$ cat config.mk
export PLATFORM = sky130hd
export DESIGN_NAME = sdpb_arb_flat
export DESIGN_NICKNAME = d
export VERILOG_FILES = /design/src/rtl/sdpb_arb_if.sv /design/src/rtl/sdpb_arb.sv /design/src/flat_wrapper.sv
export SDC_FILE = /design/constraint.sdc
export NUM_CORES = 1
export LEC_CHECK = 0
export BUFFER_PORTS_ARGS = -buffer_cell sky130_fd_sc_hd__buf_4
export CORE_AREA = 8 8 83 85
export DETAILED_ROUTE_END_ITERATION = 7
export DIE_AREA = 0 0 91 93
export MAX_ROUTING_LAYER = met4
export PLACE_DENSITY = 0.88
export SLEW_MARGIN = 25
export SYNTH_ARGS = -nofsm -noshare
export SYNTH_HDL_FRONTEND = slang
export SYNTH_SLANG_ARGS = --single-unit
$ cat constraint.sdc
create_clock -name clk -period 1.97 [get_ports clk]
set_clock_uncertainty 0.1 [all_clocks]
set_input_delay 0.394 -clock clk [delete_from_list [all_inputs] [get_ports clk]]
set_output_delay 0.394 -clock clk [all_outputs]
set_load 0.02 [all_outputs]
$ cat src/rtl/sdpb_arb_if.sv
// Bus bundle between two requesters, the sdpb_arb arbiter and an 8x32
// dual-port RAM. The master side is the requesters plus the RAM;
// the slave side is the arbiter.
interface sdpb_arb_if;
    // requester 0
    logic        r0_req;
    logic        r0_we;
    logic [2:0]  r0_addr;
    logic [31:0] r0_wdata;
    logic [3:0]  r0_wstrb;
    logic        r0_gnt;
    logic        r0_rvalid;
    logic [31:0] r0_rdata;
    // requester 1
    logic        r1_req;
    logic        r1_we;
    logic [2:0]  r1_addr;
    logic [31:0] r1_wdata;
    logic [3:0]  r1_wstrb;
    logic        r1_gnt;
    logic        r1_rvalid;
    logic [31:0] r1_rdata;
    // RAM write port
    logic        ram_cea;
    logic [2:0]  ram_ada;
    logic [31:0] ram_din;
    logic [3:0]  ram_byte_ena;
    // RAM read port
    logic        ram_ceb;
    logic [2:0]  ram_adb;
    logic        ram_oce;
    logic        ram_reset;
    logic [31:0] ram_dout;

    modport master (
        output r0_req, r0_we, r0_addr, r0_wdata, r0_wstrb,
        input  r0_gnt, r0_rvalid, r0_rdata,
        output r1_req, r1_we, r1_addr, r1_wdata, r1_wstrb,
        input  r1_gnt, r1_rvalid, r1_rdata,
        input  ram_cea, ram_ada, ram_din, ram_byte_ena,
        input  ram_ceb, ram_adb, ram_oce, ram_reset,
        output ram_dout
    );

    modport slave (
        input  r0_req, r0_we, r0_addr, r0_wdata, r0_wstrb,
        output r0_gnt, r0_rvalid, r0_rdata,
        input  r1_req, r1_we, r1_addr, r1_wdata, r1_wstrb,
        output r1_gnt, r1_rvalid, r1_rdata,
        output ram_cea, ram_ada, ram_din, ram_byte_ena,
        output ram_ceb, ram_adb, ram_oce, ram_reset,
        input  ram_dout
    );
endinterface

$ cat src/rtl/sdpb_arb.sv
// Two-requester arbiter in front of an 8x32 simple dual-port RAM.
// Writes go to port A, reads to port B; one write and one read can issue
// in the same cycle unless they target the same word, in which case the
// write goes first and the read retries. Same-type contention is settled
// by a priority bit that hands the next contention to the loser.
module sdpb_arb (
    input  logic        clk,
    input  logic        reset,
    sdpb_arb_if.slave   bus
);

    logic [1:0] wr_req_s;     // bit N: requester N wants a write
    logic [1:0] rd_req_s;     // bit N: requester N wants a read
    logic [1:0] wr_gnt_s;     // one-hot write grant
    logic [1:0] rd_sel_s;     // one-hot read winner before collision check
    logic [1:0] rd_gnt_s;     // one-hot read grant
    logic       wr_idx_s;
    logic       rd_idx_s;
    logic       contended_s;
    logic       winner_s;

    logic       prio_r;       // requester that wins the next same-type contention
    logic       rvalid_r;     // a read was granted last cycle
    logic       rvalid_idx_r; // which requester that read belongs to

    assign wr_req_s = {bus.r1_req &  bus.r1_we, bus.r0_req &  bus.r0_we};
    assign rd_req_s = {bus.r1_req & ~bus.r1_we, bus.r0_req & ~bus.r0_we};

    // Pick one writer and one reader, then drop the read on an address clash.
    always_comb begin
        wr_gnt_s = 2'b00;
        rd_sel_s = 2'b00;
        rd_gnt_s = 2'b00;
        if (reset) begin
            wr_gnt_s = 2'b00;
            rd_gnt_s = 2'b00;
        end else begin
            case (wr_req_s)
                2'b01:   wr_gnt_s = 2'b01;
                2'b10:   wr_gnt_s = 2'b10;
                2'b11:   wr_gnt_s = prio_r ? 2'b10 : 2'b01;
                default: wr_gnt_s = 2'b00;
            endcase
            case (rd_req_s)
                2'b01:   rd_sel_s = 2'b01;
                2'b10:   rd_sel_s = 2'b10;
                2'b11:   rd_sel_s = prio_r ? 2'b10 : 2'b01;
                default: rd_sel_s = 2'b00;
            endcase
            // Mixed traffic means one writer and one reader on different ports.
            if ((wr_gnt_s != 2'b00) && (rd_sel_s != 2'b00) && (bus.r0_addr == bus.r1_addr)) begin
                rd_gnt_s = 2'b00;
            end else begin
                rd_gnt_s = rd_sel_s;
            end
        end
    end

    assign wr_idx_s    = wr_gnt_s[1];
    assign rd_idx_s    = rd_gnt_s[1];
    assign contended_s = (wr_req_s == 2'b11) || (rd_req_s == 2'b11);
    assign winner_s    = (wr_req_s == 2'b11) ? wr_gnt_s[1] : rd_gnt_s[1];

    assign bus.r0_gnt = wr_gnt_s[0] | rd_gnt_s[0];
    assign bus.r1_gnt = wr_gnt_s[1] | rd_gnt_s[1];

    assign bus.ram_cea      = |wr_gnt_s;
    assign bus.ram_ada      = wr_idx_s ? bus.r1_addr  : bus.r0_addr;
    assign bus.ram_din      = wr_idx_s ? bus.r1_wdata : bus.r0_wdata;
    assign bus.ram_byte_ena = (|wr_gnt_s) ? (wr_idx_s ? bus.r1_wstrb : bus.r0_wstrb) : 4'b0000;

    assign bus.ram_ceb   = |rd_gnt_s;
    assign bus.ram_adb   = rd_idx_s ? bus.r1_addr : bus.r0_addr;
    assign bus.ram_oce   = 1'b1;
    assign bus.ram_reset = reset;

    // A read granted just before reset must not surface while reset is high.
    assign bus.r0_rvalid = rvalid_r & ~rvalid_idx_r & ~reset;
    assign bus.r1_rvalid = rvalid_r &  rvalid_idx_r & ~reset;
    assign bus.r0_rdata  = bus.ram_dout;
    assign bus.r1_rdata  = bus.ram_dout;

    // Priority hand-over after contention and read-return tracking.
    always_ff @(posedge clk) begin
        if (reset) begin
            prio_r       <= 1'b0;
            rvalid_r     <= 1'b0;
            rvalid_idx_r <= 1'b0;
        end else begin
            if (contended_s) begin
                prio_r <= ~winner_s;
            end else begin
                prio_r <= prio_r;
            end
            rvalid_r     <= |rd_gnt_s;
            rvalid_idx_r <= rd_idx_s;
        end
    end

endmodule

$ cat src/flat_wrapper.sv
// flat-port wrapper written by rule: the top's interface ports become plain ports
module sdpb_arb_flat 
  (clk, reset, bus_r0_req, bus_r0_we, bus_r0_addr, bus_r0_wdata, bus_r0_wstrb, bus_r0_gnt, bus_r0_rvalid, bus_r0_rdata, bus_r1_req, bus_r1_we, bus_r1_addr, bus_r1_wdata, bus_r1_wstrb, bus_r1_gnt, bus_r1_rvalid, bus_r1_rdata, bus_ram_cea, bus_ram_ada, bus_ram_din, bus_ram_byte_ena, bus_ram_ceb, bus_ram_adb, bus_ram_oce, bus_ram_reset, bus_ram_dout);
  sdpb_arb_if bus_i ();
  input  logic clk;
  input  logic reset;
  input wire logic [$bits(bus_i.r0_req)-1:0] bus_r0_req;
  input wire logic [$bits(bus_i.r0_we)-1:0] bus_r0_we;
  input wire logic [$bits(bus_i.r0_addr)-1:0] bus_r0_addr;
  input wire logic [$bits(bus_i.r0_wdata)-1:0] bus_r0_wdata;
  input wire logic [$bits(bus_i.r0_wstrb)-1:0] bus_r0_wstrb;
  output wire logic [$bits(bus_i.r0_gnt)-1:0] bus_r0_gnt;
  output wire logic [$bits(bus_i.r0_rvalid)-1:0] bus_r0_rvalid;
  output wire logic [$bits(bus_i.r0_rdata)-1:0] bus_r0_rdata;
  input wire logic [$bits(bus_i.r1_req)-1:0] bus_r1_req;
  input wire logic [$bits(bus_i.r1_we)-1:0] bus_r1_we;
  input wire logic [$bits(bus_i.r1_addr)-1:0] bus_r1_addr;
  input wire logic [$bits(bus_i.r1_wdata)-1:0] bus_r1_wdata;
  input wire logic [$bits(bus_i.r1_wstrb)-1:0] bus_r1_wstrb;
  output wire logic [$bits(bus_i.r1_gnt)-1:0] bus_r1_gnt;
  output wire logic [$bits(bus_i.r1_rvalid)-1:0] bus_r1_rvalid;
  output wire logic [$bits(bus_i.r1_rdata)-1:0] bus_r1_rdata;
  output wire logic [$bits(bus_i.ram_cea)-1:0] bus_ram_cea;
  output wire logic [$bits(bus_i.ram_ada)-1:0] bus_ram_ada;
  output wire logic [$bits(bus_i.ram_din)-1:0] bus_ram_din;
  output wire logic [$bits(bus_i.ram_byte_ena)-1:0] bus_ram_byte_ena;
  output wire logic [$bits(bus_i.ram_ceb)-1:0] bus_ram_ceb;
  output wire logic [$bits(bus_i.ram_adb)-1:0] bus_ram_adb;
  output wire logic [$bits(bus_i.ram_oce)-1:0] bus_ram_oce;
  output wire logic [$bits(bus_i.ram_reset)-1:0] bus_ram_reset;
  input wire logic [$bits(bus_i.ram_dout)-1:0] bus_ram_dout;
  assign bus_i.r0_req = bus_r0_req;
  assign bus_i.r0_we = bus_r0_we;
  assign bus_i.r0_addr = bus_r0_addr;
  assign bus_i.r0_wdata = bus_r0_wdata;
  assign bus_i.r0_wstrb = bus_r0_wstrb;
  assign bus_r0_gnt = bus_i.r0_gnt;
  assign bus_r0_rvalid = bus_i.r0_rvalid;
  assign bus_r0_rdata = bus_i.r0_rdata;
  assign bus_i.r1_req = bus_r1_req;
  assign bus_i.r1_we = bus_r1_we;
  assign bus_i.r1_addr = bus_r1_addr;
  assign bus_i.r1_wdata = bus_r1_wdata;
  assign bus_i.r1_wstrb = bus_r1_wstrb;
  assign bus_r1_gnt = bus_i.r1_gnt;
  assign bus_r1_rvalid = bus_i.r1_rvalid;
  assign bus_r1_rdata = bus_i.r1_rdata;
  assign bus_ram_cea = bus_i.ram_cea;
  assign bus_ram_ada = bus_i.ram_ada;
  assign bus_ram_din = bus_i.ram_din;
  assign bus_ram_byte_ena = bus_i.ram_byte_ena;
  assign bus_ram_ceb = bus_i.ram_ceb;
  assign bus_ram_adb = bus_i.ram_adb;
  assign bus_ram_oce = bus_i.ram_oce;
  assign bus_ram_reset = bus_i.ram_reset;
  assign bus_i.ram_dout = bus_ram_dout;
  sdpb_arb u_core (.clk(clk), .reset(reset), .bus(bus_i));
endmodule
---- Word-level counts from Yosys, hierarchy flattened ----
Cells that the tools add are included.
operators by class
  shift operators ......................... 0
  bitwise logic cells ..................... 15
  div/mod/pow operators ................... 0
  multiply operators ...................... 0
  reductions and logical operators ........ 7
  $lt $le $gt $ge ......................... 0
  add/sub/neg operators ................... 0
  muxes and demuxes ....................... 14
  equality and inequality tests ........... 7
operator list
  kind                                                             count
  32-bit 2-to-1 mux                                                1
  2-bit 2-to-1 mux                                                 6
  2-bit one-hot mux with 3 select lines                            2
  1-bit bitwise AND                                                8
  2-bit == test, second input constant                             4
  4-bit 2-to-1 mux                                                 2
  3-bit 2-to-1 mux                                                 2
  1-bit NOT                                                        5
  2-bit by 1-bit == test with 1-bit output, second input constant  2
  2-bit nonzero test                                               2
  2-bit OR reduction                                               2
  3-bit == test                                                    1
  1-bit logical AND                                                2
  1-bit bitwise OR                                                 2
  1-bit logical OR                                                 1
  1-bit 2-to-1 mux                                                 1
storage, ports and cells
  input port bits ......................... 116
  memories ................................ 0
  RAM bits ................................ 0
  ROM bits ................................ 0
  output and inout port bits .............. 114
  logic and storage cells ................. 46
  bits in latches ......................... 0
  register bits after elaboration ......... 3

---- Longest topological paths before layout ----
  depth in word-level cells ............... 12
  mapped depth ............................ 6

---- Worst setup path after synthesis ----
OpenSTA, ideal clock, no wires.
  kind .................................... input -> output
  start ................................... input reset
  end ..................................... output bus_r1_gnt
  data required time ...................... 1476 ps
  data arrival time ....................... 1493 ps
  buffers on the path ..................... 3
  cell stages on the path ................. 6
  setup slack ............................. -17 ps
  cells stage by stage .................... buf_6 -> and3b_1 -> buf_6 -> nand2_8 -> buf_12 -> a22oi_1
on the way
  word-level cells in the longest chain between the ends .. 2
  elaborated cells on any way between the ends .. 3
RTL lines
  element             RTL line            text
  from (decl)         flat_wrapper.sv:6   input logic reset;
  2-bit 2-to-1 mux    sdpb_arb.sv:34      if (reset) begin
  1-bit bitwise OR *  sdpb_arb.sv:65      assign bus.r1_gnt = wr_gnt_s[1] | rd_gnt_s[1];
  to (decl)           flat_wrapper.sv:20  output wire logic [$bits(bus_i.r1_gnt)-1:0] bus_r1_gnt;
Every way passes the cells marked *; elsewhere a longest branch is shown, timed or not.

---- Final worst setup path ----
  start ................................... input reset
  end ..................................... output bus_ram_din[22]
on the way
  word-level cells in the longest chain between the ends .. 2
RTL lines
  element            RTL line            text
  2-bit 2-to-1 mux   sdpb_arb.sv:34
  32-bit 2-to-1 mux  sdpb_arb.sv:69      assign bus.ram_din = wr_idx_s ? bus.r1_wdata : bus.r0_wdata;
  to (decl)          flat_wrapper.sv:25  output wire logic [$bits(bus_i.ram_din)-1:0] bus_ram_din;
No other way between the ends.

==> impl_metrics.tcl <==
set metrics [dict create \
    rr_worst_depth 4 \
    path_max_fanout 8 \
    grt_usage_pct 13.95 \
    die_x_um 91 \
    place_ws_ps -120.8 \
    period_share_pct 102.9 \
    reg2reg_from "u_core.prio_r" \
    cts.sinks 3 \
    slowest_delay_ps 300 \
    r2r_slack_ps 750 \
    grt_max_degree 15 \
    vias 1432 \
    synth-edff-count 0 \
    rsz0062_at_grt "yes" \
    core_um2 5675 \
    ys_warn_count 0 \
    outcome "complete, but fails checks" \
    cts_made_buffers 3 \
    ys.flop_type "dfxtp_1" \
    synth_cell_types 30 \
    crit_slowest_cell "and3b_2" \
    io_buffers 132 \
    start_util_pct 27.01 \
    area_delta_synth_final_pct 62.04 \
    syn_inst 165 \
    min_period_ps 2027 \
    synth_seq_cells 3 \
    p_comb_share_pct 71.4 \
    drc_errors 0 \
    antenna_found_initial 0 \
    holdCritPathClass "primary input to flip-flop" \
    gp_congestion 0.9046 \
    layout_setup_ws_ps -57.23 \
    holdPathStages 3 \
    synth_fp_nets 281 \
    final_common_cell "buf_4" \
    routed_wl_mm 6.735 \
    layout_common_cells "buf_4, buf_6, mux2_4" \
    io_pins 230 \
    drtIter0Drc 24 \
    slew_violations 0 \
    critPathKind "primary input to output pin" \
    clockRootBuffer "clkbuf_8" \
    htreeDepth 1 \
    cts_hold_buf 0 \
    maxCapViolations 0 \
    p_clk_share_pct 20.7 \
    synth.largest_area_cell "buf_4" \
    grt_pass1_wl_mm 9.121 \
    endpoint_kind "output pin" \
    async_reset_ff_share_pct 0 \
    switchingPower_mw 0.2972 \
    ant_nets 0 \
    crit_arrival_ps 1530 \
    clkSlewWorstSetupHoldPaths_ps 30 \
    final_nets 363 \
    final_hold_viol_count 0 \
    max_freq_ghz 0.4933 \
    wl_per_cell_um 20.98 \
    ys_seq_area_share_pct 3.918 \
    viasPerCell 4.461 \
    dieArea_um2 8463 \
    finalPower_mw 0.8544 \
    cts_tree "yes" \
    regToRegEndpoint "u_core.rvalid_idx_r" \
    swShare_pct 34.79 \
    grt_pass1_vias 1513 \
    ir_worst_vdd_v 0.0002380 \
    utilization_pct 43.76 \
    die_y_um 93 \
    p_leak_nw 1.346 \
    violations "setup timing" \
    dr.pass1.iters 4 \
    diodes 0 \
    endpoint "bus_ram_din[22]" \
    crit_top_cell "buf_4" \
    cts_buffer_depth 2 \
    hpwlAfterDp_mm 5.330 \
    critical_path.startpoint "reset" \
    grt.overflow.total 0 \
    yosysTopAreaCellShare_pct 32.82 \
    p_int_mw 0.5572 \
    seq_power_share_pct 7.9 \
    cp_cell_sequence "buf_6 -> and3b_2 -> nand2_8 -> buf_4 -> mux2_4 -> buf_4" \
    yosys-top-cells-area "buf_4, mux2_4, mux2_2" \
    netlist_area_um2 1533 \
    drive_above_1_share_pct 83.33 \
    pwr_density_cell_nw_per_um2 344.0 \
    syn_avg_cell_area_um2 9.289 \
    num_rows 28 \
    finalSetupViolations 37 \
    start_kind "primary input" \
    cp_data_required_time_ps 1480 \
    clock_latency_ps 210 \
]
[flip-flops by register name, indices dropped and copies added (netlist names)]
name	cells
u_core.rvalid_r	1
u_core.rvalid_idx_r	1
u_core.prio_r	1
[how the worst min path moves through the flow]
stage | to | from
after floorplan | u_core.prio_r | u_core.prio_r
after detailed placement | u_core.prio_r | u_core.prio_r
after CTS | u_core.prio_r | reset
final | u_core.prio_r | reset
after global routing | u_core.prio_r | reset
after global placement | u_core.prio_r | u_core.prio_r
[timing repair]
| item | CTS | global route |
|---|---|---|
| setup buffers | 2 | 1 |
| pin swaps | 3 | 2 |
| setup endpoints to repair | 39 | 40 |
| gates cloned | 0 | 1 |
| gates resized for setup | 18 | 43 |
[kinds of logic after synthesis]
| family | share of synthesized area (%) |
|---|---|
| buffers and inverters | 39.26 |
| muxes | 35.02 |
| AOI/OAI and AO/OA | 8.653 |
| and+or+nand+nor | 10.04 |
| xor gates and xnor gates | 2.857 |
| DFF | 3.919 |
| other | 0.2447 |
[metrics by stage]
stage	instance area [µm²]	hold WS, ps	TNS (ps)	std cells
2_1_floorplan	1538	400.2	0	165
3_3_place_gp	2162	441.7	-3809	313
3_5_place_dp	2162	459.0	-3898	313
4_1_cts	2291	360.3	-1192	319
5_1_grt	2484	386.5	-1888	321
6_report	2484	367.2	-884.3	321
[critical path: cells and delay by family]
kind                   cells  cell delay, ps
and+or+nand+nor            2             400
muxes                      1             300
buffers and inverters      3             420
[synthesized netlist by cell type, drive strengths merged (3+ instances only)]
master	n
nor3b	3
a211oi	3
nand3	4
inv	3
nand2	4
o21ai	5
xor2	4
buf	73
dfxtp	3
a21oi	9
and3b	3
mux2	38
[routing by layer]
metal / track usage, % / vias to the layer above / wire length, µm / part of all wire (%)
met5: - / - / 0 / 0
met4: 2.456 / 0 / 78 / 1.2
met3: 5.369 / 12 / 676 / 10
met2: 26.54 / 105 / 3574 / 53
met1: 13.16 / 655 / 2406 / 36
li1: - / 660 / - / -
[cell type report]
| cell class | instances | area (µm²) |
|---|---|---|
| sequential | 3 | 63.81 |
| inverter | 3 | 11.26 |
| tap | 75 | 93.84 |
| multi-input combinational | 86 | 947.2 |
| clock buffer | 4 | 45.04 |
| timing repair buffer | 150 | 1323 |
| fill | 538 | 3192 |
[power by group through the flow]
stage / clock network, mW / logic [mW] / registers, mW
3_3_place_gp: 0 / 0.527 / 0.0681
3_5_place_dp: 0 / 0.534 / 0.0684
2_1_floorplan: 0 / 0.454 / 0.0675
6_report: 0.177 / 0.610 / 0.0674
5_1_grt: 0.182 / 0.642 / 0.0678
4_1_cts: 0.181 / 0.556 / 0.0683
Power figures use the tool's default switching activity.
